File: config.mk
export PLATFORM = sky130hd
export DESIGN_NAME = seq_multiplier_param
export DESIGN_NICKNAME = d
export VERILOG_FILES = /design/src/rtl/seq_mult_pkg.sv /design/src/rtl/seq_mult_sign_adj.sv /design/src/rtl/seq_multiplier_param.sv
export SDC_FILE = /design/constraint.sdc
export NUM_CORES = 1
export LEC_CHECK = 0
export BUFFER_PORTS_ARGS = -buffer_cell sky130_fd_sc_hd__buf_2
export CAP_MARGIN = 30
export CORE_MARGIN = 8
export CORE_UTILIZATION = 55
export DETAILED_ROUTE_END_ITERATION = 6
export GPL_TIMING_DRIVEN = 0
export PLACE_DENSITY = 0.75
export SLEW_MARGIN = 40
export SYNTH_ARGS = -nofsm -noshare
export SYNTH_HDL_FRONTEND = slang
export SYNTH_SLANG_ARGS = --single-unit
File: constraint.sdc
create_clock -name clk -period 7.4 [get_ports clk]
set_input_delay 1.48 -clock clk [delete_from_list [all_inputs] [get_ports clk]]
set_output_delay 1.48 -clock clk [all_outputs]
set_load 0.01 [all_outputs]
File: src/rtl/seq_mult_pkg.sv
// Shared types and helpers for the parametrised sequential multiplier.
//   state_t      : FSM state encoding (IDLE, CALC, DONE)
//   cnt_width()  : iteration counter width for a given operand width
//   cond_negate(): two's-complement negate when requested; callers
//                  zero-extend into MAX_W bits and truncate the result,
//                  which is exact because the low bits of a negation do
//                  not depend on the width it is computed at.
package seq_mult_pkg;

  // Widest value cond_negate handles; bounds WIDTH to MAX_W/2.
  localparam int unsigned MAX_W = 128;

  typedef enum logic [1:0] {
    IDLE = 2'd0,
    CALC = 2'd1,
    DONE = 2'd2
  } state_t;

  function automatic int unsigned cnt_width(input int unsigned w);
    return $clog2(w + 1);
  endfunction

  function automatic logic [MAX_W-1:0] cond_negate(input logic [MAX_W-1:0] x,
                                                   input logic              neg);
    return neg ? (~x + MAX_W'(1)) : x;
  endfunction

endpackage

File: src/rtl/seq_mult_sign_adj.sv
// Sign conditioning for seq_multiplier_param (purely combinational).
//   is_signed, a, b : operands presented with start
//   a_mag_c, b_mag_c: operand magnitudes (raw operands when unsigned)
//   neg_c           : result must be negated (signed, operand signs differ)
//   neg, acc        : registered sign flag and unsigned accumulator sum
//   product_c       : acc, negated when neg is set
module seq_mult_sign_adj
  import seq_mult_pkg::*;
#(
  parameter int unsigned WIDTH = 8
) (
  input  logic               is_signed,
  input  logic [WIDTH-1:0]   a,
  input  logic [WIDTH-1:0]   b,
  output logic [WIDTH-1:0]   a_mag_c,
  output logic [WIDTH-1:0]   b_mag_c,
  output logic               neg_c,
  input  logic               neg,
  input  logic [2*WIDTH-1:0] acc,
  output logic [2*WIDTH-1:0] product_c
);

  localparam int unsigned PW = 2 * WIDTH;

  logic a_neg;
  logic b_neg;

  assign a_neg = is_signed & a[WIDTH-1];
  assign b_neg = is_signed & b[WIDTH-1];

  // The most negative operand maps onto 2^(WIDTH-1), which still fits unsigned.
  assign a_mag_c = WIDTH'(cond_negate(MAX_W'(a), a_neg));
  assign b_mag_c = WIDTH'(cond_negate(MAX_W'(b), b_neg));
  assign neg_c   = a_neg ^ b_neg;

  assign product_c = PW'(cond_negate(MAX_W'(acc), neg));

endmodule

File: src/rtl/seq_multiplier_param.sv
// Iterative shift-add multiplier, WIDTH x WIDTH -> 2*WIDTH, signed or unsigned
// per operation. Magnitudes are multiplied unsigned; the sign is applied when
// the result is written to Product.
//   clk, rst  : clock, synchronous active-high reset
//   start     : request, accepted while ready=1 (IDLE or DONE)
//   is_signed : two's-complement operands when 1, captured with start
//   A, B      : multiplicand / multiplier, captured with start
//   Product   : last completed result, held between operations
//   ready     : able to accept start
//   busy      : iterating
//   done      : one-cycle pulse when Product updates
// Optional build macro SEQ_MULT_EARLY_EXIT_EN: stop iterating as soon as the
// remaining multiplier bits are all zero (at least one iteration).
// WIDTH must be in 2..MAX_W/2.
module seq_multiplier_param
  import seq_mult_pkg::*;
#(
  parameter int unsigned WIDTH = 8
) (
  input  logic               clk,
  input  logic               rst,
  input  logic               start,
  input  logic               is_signed,
  input  logic [WIDTH-1:0]   A,
  input  logic [WIDTH-1:0]   B,
  output logic [2*WIDTH-1:0] Product,
  output logic               ready,
  output logic               busy,
  output logic               done
);

  localparam int unsigned CNT_W = cnt_width(WIDTH);
  localparam int unsigned PW    = 2 * WIDTH;

  state_t state;
  state_t state_nxt;
  logic   ready_nxt;
  logic   busy_nxt;
  logic   done_nxt;
  logic   capture_c;

  logic [CNT_W-1:0] cnt;
  logic [PW-1:0]    mcand;
  logic [WIDTH-1:0] mplier;
  logic [PW-1:0]    acc;
  logic             neg;

  logic [WIDTH-1:0] a_mag_c;
  logic [WIDTH-1:0] b_mag_c;
  logic             neg_c;
  logic [PW-1:0]    acc_sum_c;
  logic [PW-1:0]    product_c;
  logic [WIDTH-1:0] mplier_shr_c;
  logic             last_c;

  seq_mult_sign_adj #(
    .WIDTH (WIDTH)
  ) u_sign_adj (
    .is_signed (is_signed),
    .a         (A),
    .b         (B),
    .a_mag_c   (a_mag_c),
    .b_mag_c   (b_mag_c),
    .neg_c     (neg_c),
    .neg       (neg),
    .acc       (acc_sum_c),
    .product_c (product_c)
  );

  // mcand is pre-shifted each iteration, so it already carries the bit weight.
  assign acc_sum_c    = acc + (mplier[0] ? mcand : '0);
  assign mplier_shr_c = mplier >> 1;

  // Final iteration detect.
`ifdef SEQ_MULT_EARLY_EXIT_EN
  assign last_c = (cnt == CNT_W'(1)) || (mplier_shr_c == '0);
`else
  assign last_c = (cnt == CNT_W'(1));
`endif

  // FSM state and status flag registers.
  always_ff @(posedge clk) begin
    if (rst) begin
      state <= IDLE;
      ready <= 1'b1;
      busy  <= 1'b0;
      done  <= 1'b0;
    end else begin
      state <= state_nxt;
      ready <= ready_nxt;
      busy  <= busy_nxt;
      done  <= done_nxt;
    end
  end

  // Next state; status flags are decoded from the next state so they register
  // alongside it.
  always_comb begin
    state_nxt = state;
    capture_c = 1'b0;
    ready_nxt = 1'b0;
    busy_nxt  = 1'b0;
    done_nxt  = 1'b0;
    case (state)
      IDLE, DONE: begin
        if (start) begin
          state_nxt = CALC;
          capture_c = 1'b1;
        end else begin
          state_nxt = IDLE;
        end
      end
      CALC: begin
        if (last_c) state_nxt = DONE;
      end
      default: state_nxt = IDLE;
    endcase
    ready_nxt = (state_nxt != CALC);
    busy_nxt  = (state_nxt == CALC);
    done_nxt  = (state_nxt == DONE);
  end

  // Datapath: operand capture, shift-add iterations, result write.
  always_ff @(posedge clk) begin
    if (rst) begin
      cnt     <= '0;
      mcand   <= '0;
      mplier  <= '0;
      acc     <= '0;
      neg     <= 1'b0;
      Product <= '0;
    end else if (capture_c) begin
      cnt    <= CNT_W'(WIDTH);
      mcand  <= PW'(a_mag_c);
      mplier <= b_mag_c;
      acc    <= '0;
      neg    <= neg_c;
    end else if (state == CALC) begin
      cnt    <= cnt - CNT_W'(1);
      mcand  <= mcand << 1;
      mplier <= mplier_shr_c;
      acc    <= acc_sum_c;
      if (last_c) Product <= product_c;
    end
  end

endmodule

==> results of run 1 <==
[synthesized netlist by cell type, types with 4 or more instances]
cell type | instances | share of area
nand2b_1 | 6 | 0.0091
nand4_1 | 4 | 0.0061
inv_1 | 15 | 0.014
nor2_1 | 62 | 0.056
a311oi_1 | 14 | 0.030
or2_2 | 5 | 0.0076
xnor2_1 | 11 | 0.023
xor2_1 | 20 | 0.042
and3_1 | 6 | 0.0091
nand2_1 | 93 | 0.085
nor3_1 | 11 | 0.013
o21ai_0 | 7 | 0.0085
buf_1 | 6 | 0.0055
a21oi_1 | 47 | 0.057
and2_1 | 17 | 0.026
ha_1 | 20 | 0.061
nand3b_1 | 5 | 0.0091
clkbuf_1 | 18 | 0.016
nor2b_1 | 5 | 0.0076
dfxtp_1 | 66 | 0.32
nand3_1 | 11 | 0.013
a211oi_1 | 18 | 0.033
a21o_1 | 5 | 0.0091
[worst min-delay path, stage by stage (launching register included)]
cell and delay [ns]:
dfxtp_1 0.32, nand2_1 0.05, a21oi_1 0.05
[per-layer routing]
layer,GRT usage,up-vias
met5,0,-
met2,0.346,142
met3,0.0419,34
li1,-,1996
met1,0.265,1846
met4,0.0971,0
[flip-flops by register name, summed over array words and instances, names as in the netlist]
name,cells
done,1
mcand,16
neg,1
acc,16
Product,16
busy,1
state,2
cnt,4
ready,1
mplier,8
[cell families after synthesis]
kind of cell,count (synthesis),share of synthesized area
simple gates,241,0.274
compound gates,129,0.222
flops,66,0.320
buf+inv,45,0.0485
xor+xnor,31,0.0657
fa+ha+maj,21,0.0654
mux,2,0.00485
[cell type report]
class	instances	area [µm²]
buffer	30	144
clock buffer	9	124
clock inverter	7	103
fill	677	2580
inverter	15	56.3
multi-input combinational	424	2610
sequential	66	1320
tap	99	124
timing repair buffer	38	190
[through the flow]
step / area [µm²] / power (mW) / utilization / hold WS (ns) / setup WS [ns]
floorplan: 4130 / 0.481 / - / 0.437 / 4.04
global placement: 4440 / 0.519 / 0.613 / 0.439 / 3.63
detailed placement: 4440 / 0.524 / 0.613 / 0.444 / 3.59
CTS: 4670 / 0.866 / 0.644 / 0.456 / 3.57
global route: 4670 / 0.904 / 0.644 / 0.463 / 3.26
finish: 4670 / 0.865 / 0.644 / 0.455 / 3.55
[report_power, final]
group,switching [mW],internal [mW],leakage [nW],total [mW]
registers,0.0105,0.370,0.537,0.381
clock network,0.154,0.193,0.115,0.347
logic,0.0876,0.0492,1.28,0.137
total,0.252,0.613,1.93,0.865
[worst max path at each step]
stage | depth (start not counted) | endpoint
6_report | 12 | Product[15]$_SDFFE_PP0P_
5_1_grt | 12 | Product[14]$_SDFFE_PP0P_
4_1_cts | 12 | Product[15]$_SDFFE_PP0P_
3_5_place_dp | 12 | Product[15]$_SDFFE_PP0P_
3_3_place_gp | 12 | Product[15]$_SDFFE_PP0P_
2_1_floorplan | 12 | Product[15]$_SDFFE_PP0P_
==> reports/metrics.yaml, run 1 <==
finalSetupTns_ns: 0
firstDrtPassIters: 5
timing.slew.headroom: 0.586
ant_nets: 0
core_area_um2: 7250
vias: 4018
final_cell_mix: "nand2_1, dfxtp_1, nor2_1"
cts_buffer_depth: 2
dp_cells: 672
post_cts_buffers: 0
ys_seq_elements: 66
synth_cell_types: 69
drc_errors: 0
r2r_start: "mplier[0]$_SDFFE_PP0P_"
cpPeakStageDelay_ns: 0.53
arrival_ns: 4.16
grt_max_degree: 14
powerDensity_nw_per_um2: 185
wl_per_cell_um: 15.7
cts_made_buffers: 9
run_status: "complete, no violations"
period_minus_slack_ns: 3.85
met1Wirelength_um: 4850
required_ns: 7.70
antenna_found_initial: 0
clkTransAtPathRegs_ns: 0.08
crit_path_start_kind: "flop"
slew_viol_final: 0
fp-row-count: 31
die_h_um: 103
fmax_ghz: 0.259
timing.critical_path.buf_inv: 1
cpMaxStageDelayCell: "or4_1"
rrSetupSlack_ns: 3.55
hold_depth: 2
syn_area_um2: 4130
grt_pass1_vias: 3810
synthToLayoutAreaGrowth_pct: 13.1
top_layer: "met4"
wl_met2_um: 4870
drtIter0Drc: 250
ys_warn_count: 0
insertion_delay_ns: 0.36
path_delay_family: "compound AO/OA/AOI/OAI gates"
worstSetupStartpoint: "mplier[0]$_SDFFE_PP0P_"
fin_cells: 688
grt_pass1_wl_um: 17700
cts_tree: "built"
synth_edf_count: 0
die_w_um: 103
hold_class: "flop to flop"
final_common_cell: "nand2_1"
ys.flop_type: "dfxtp_1"
fin_nets: 625
hold_end: "Product[2]$_SDFFE_PP0P_"
syn_nets: 576
io_pins: 39
path_class: "flop to flop"
worstRegToRegCells: 12
dp_hpwl_um: 8390
diodes: 0
wl_met3_um: 713
viasPerCell: 5.84
min_period_over_period: 0.521
r2r-end: "Product[15]$_SDFFE_PP0P_"
worst_setup_path_end_kind: "flop"
tightest_slew_ns: 0.617
synth-seq-area-share: 0.320
drive_gt1_frac: 0.132
async_flop_share: 0
synth_cells: 535
rsz0062_at_grt: "false"
clock_sinks: 66
finalClockSkew_ns: 0.0113
ir_worst_vdd_uv: 102
crit_chain: "clkbuf_1 > and2_1 > ha_1 > fa_1 > a21o_1 > a311o_1 > a2111oi_2 > o21ai_1 > a211oi_2 > nand4_1 > or4_1 > nand3b_1"
grtUsageTotal: 0.213
start_util: 0.569
place.gp.congestion: 0.951
leakagePower_nw: 1.93
critPathMaxFanout: 10
port_buffers: 38
cts.repair.resized: 0
dieArea_um2: 10500
hold_start: "Product[2]$_SDFFE_PP0P_"
final_hold_viol_count: 0
htreeDepth: 3
cts_root_buf: "clkbuf_8"
avgSynthCellArea_um2: 7.72
drt-total-wl_um: 10800
cts_hold_buffers: 0
setup_viol: 0
drv_cap: 0
grt_overflow: 0
Power figures use the tool's default switching activity.
==> inputs of run 2 (changes only) <==
Clock period 7.4 ns to 3.8 ns, I/O delays scaled along.
==> run 2 against run 1 <==
Net effect:
- power up 95%
- flip-flop and latch count stayed put
- fmax grew 6.8%
- sequential power up 95%
- critical path type unchanged
- critical endpoint unchanged
- largest cell class unchanged
==> reports/metrics.yaml, run 2 (same netlist as run 1, synthesis figures left out) <==
timing.slew.headroom: 0.574  # -0.0117
path_delay_family: "compound AO/OA/AOI/OAI gates"
dp_hpwl_um: 8390  # unchanged
leakagePower_nw: 1.93  # +0.11%
cts_tree: "built"
dp_cells: 672  # unchanged
cpMaxStageDelayCell: "or4_1"
arrival_ns: 3.92  # -0.24 ns
fin_cells: 687  # -0.15%
cts_root_buf: "clkbuf_8"
critPathMaxFanout: 17  # +7
drv_cap: 0  # unchanged
grt_max_degree: 18  # +4
hold_depth: 2  # unchanged
design_area_um2: 4670  # about the same
final_cell_mix: "nand2_1, dfxtp_1, nor2_1"
clkTransAtPathRegs_ns: 0.09  # about the same
diodes: 0  # unchanged
drt-total-wl_um: 10800  # about the same
firstDrtPassIters: 5  # unchanged
wl_per_cell_um: 15.7  # +0.11%
worstRegToRegCells: 11  # -1
grt_pass1_wl_um: 17600  # -0.58%
final_core_util: 0.644  # about the same
port_buffers: 38  # unchanged
drc_errors: 0  # unchanged
cts_hold_buffers: 0  # unchanged
io_pins: 39  # unchanged
fp-row-count: 31  # unchanged
viasPerCell: 5.88  # +0.67%
drive_gt1_frac: 0.136  # +0.00363
required_ns: 4.11  # -3.59 ns
drtIter0Drc: 250  # unchanged
rrSetupSlack_ns: 0.19  # -3.35 ns
post_cts_buffers: 0  # unchanged
finalSetupTns_ns: 0  # unchanged
start_util: 0.569  # unchanged
period_minus_slack_ns: 3.61  # -0.245 ns
final_hold_viol_count: 0  # unchanged
placed_area_um2: 4440  # unchanged
grt_pass1_vias: 3790  # -0.52%
r2r-end: "Product[15]$_SDFFE_PP0P_"
worst_setup_path_end_kind: "flop"
final_common_cell: "nand2_1"
reg_top3: "Product: 16 flops, acc: 16 flops, mcand: 16 flops"
vias: 4039  # +0.52%
grt_overflow: 0  # unchanged
timing.critical_path.buf_inv: 0  # -1
finalClockSkew_ns: 0.0135  # +0.00223 ns
powerDensity_nw_per_um2: 361  # +95%
rsz0062_at_grt: "false"
crit_path_start_kind: "flop"
path_class: "flop to flop"
crit_chain: "and2_1 > ha_1 > fa_1 > a21o_1 > a311o_1 > a2111oi_2 > o21ai_1 > a211oi_2 > nand4_1 > or4_1 > nand3b_1"
setup_viol: 0  # unchanged
grtUsageTotal: 0.211  # -0.00127
hold_start: "Product[2]$_SDFFE_PP0P_"
clock_sinks: 66  # unchanged
insertion_delay_ns: 0.36  # about the same
ant_nets: 0  # unchanged
ir_worst_vdd_uv: 200  # +95%
dieArea_um2: 10500  # unchanged
core_area_um2: 7250  # unchanged
place.gp.congestion: 0.951  # unchanged
antenna_found_initial: 0  # unchanged
synthToLayoutAreaGrowth_pct: 13.1  # about the same
hold_class: "flop to flop"
slew_viol_final: 0  # unchanged
htreeDepth: 3  # unchanged
hold_end: "Product[2]$_SDFFE_PP0P_"
tightest_slew_ns: 0.634  # +0.0174 ns
die_h_um: 103  # unchanged
cpPeakStageDelay_ns: 0.54  # about the same
fmax_ghz: 0.277  # +6.8%
die_w_um: 103  # unchanged
min_period_over_period: 0.950  # +0.429
cts_buffer_depth: 2  # unchanged
fin_nets: 624  # -0.16%
run_status: "complete, no violations"
cts_made_buffers: 9  # unchanged
r2r_start: "mplier[0]$_SDFFE_PP0P_"
run 2: changes by cell type in the layout (fill, tap and decap cells not counted), sizes merged:
| cell | previous run | this run |
|---|---|---|
| clkbuf | 29 | 28 |
run 2: through the flow:
step	hold WS, ns	setup WS (ns)	total power [mW]
final	0.453	0.191	1.69
after floorplan	0.437	0.435	0.937
after global routing	0.463	0.0320	1.76
after global placement	0.439	0.0324	1.01
after CTS	0.456	0.138	1.69
after detailed placement	0.444	-0.0144	1.02
run 2: how the worst max path moves through the flow:
stage / slack, ns / end / start / cells after the start
after global routing: 0.03 / Product[15]$_SDFFE_PP0P_ / mplier[0]$_SDFFE_PP0P_ / 11
after CTS: 0.14 / Product[15]$_SDFFE_PP0P_ / mplier[0]$_SDFFE_PP0P_ / 11
after detailed placement: -0.01 / Product[15]$_SDFFE_PP0P_ / mplier[0]$_SDFFE_PP0P_ / 12
after global placement: 0.03 / Product[15]$_SDFFE_PP0P_ / mplier[0]$_SDFFE_PP0P_ / 12
final: 0.19 / Product[15]$_SDFFE_PP0P_ / mplier[0]$_SDFFE_PP0P_ / 11
after floorplan: 0.44 / Product[15]$_SDFFE_PP0P_ / mplier[0]$_SDFFE_PP0P_ / 12
run 2: cell type report:
class                      instances  area [µm²]
inverter                          15        56.3
sequential                        66        1320
fill                             679        2580
multi-input combinational        424        2610
buffer                            29         140
clock inverter                     7         103
timing repair buffer              38         190
tap                               99         124
clock buffer                       9         124
run 2: routing by layer:
metal / vias to the layer above / wire length [µm] / global-route usage
met5: - / 0 / 0
met4: 0 / 276 / 0.0926
met3: 26 / 814 / 0.0419
met2: 166 / 4930 / 0.343
met1: 1855 / 4760 / 0.265
li1: 1992 / - / -
run 2: what timing repair did:
| action | in CTS | in global routing |
|---|---|---|
| setup endpoints to repair | 2 | 2 |
| cloned | 0 | 0 |
| resized for setup | 0 | 2 |
run 2: power by group:
group / internal, mW / leakage [nW] / total [mW] / switching [mW]
registers: 0.721 / 0.538 / 0.743 / 0.0215
clock network: 0.376 / 0.115 / 0.678 / 0.302
logic: 0.0964 / 1.28 / 0.266 / 0.169
run 2: worst reg2reg max path: cells and delay by family (launching register included):
family	cells	cell delay (ns)
flip-flops	1	0.40
AND/OR/NAND/NOR	4	1.00
adder cells (fa/ha/maj)	2	0.64
AO/OA/AOI/OAI	5	1.53
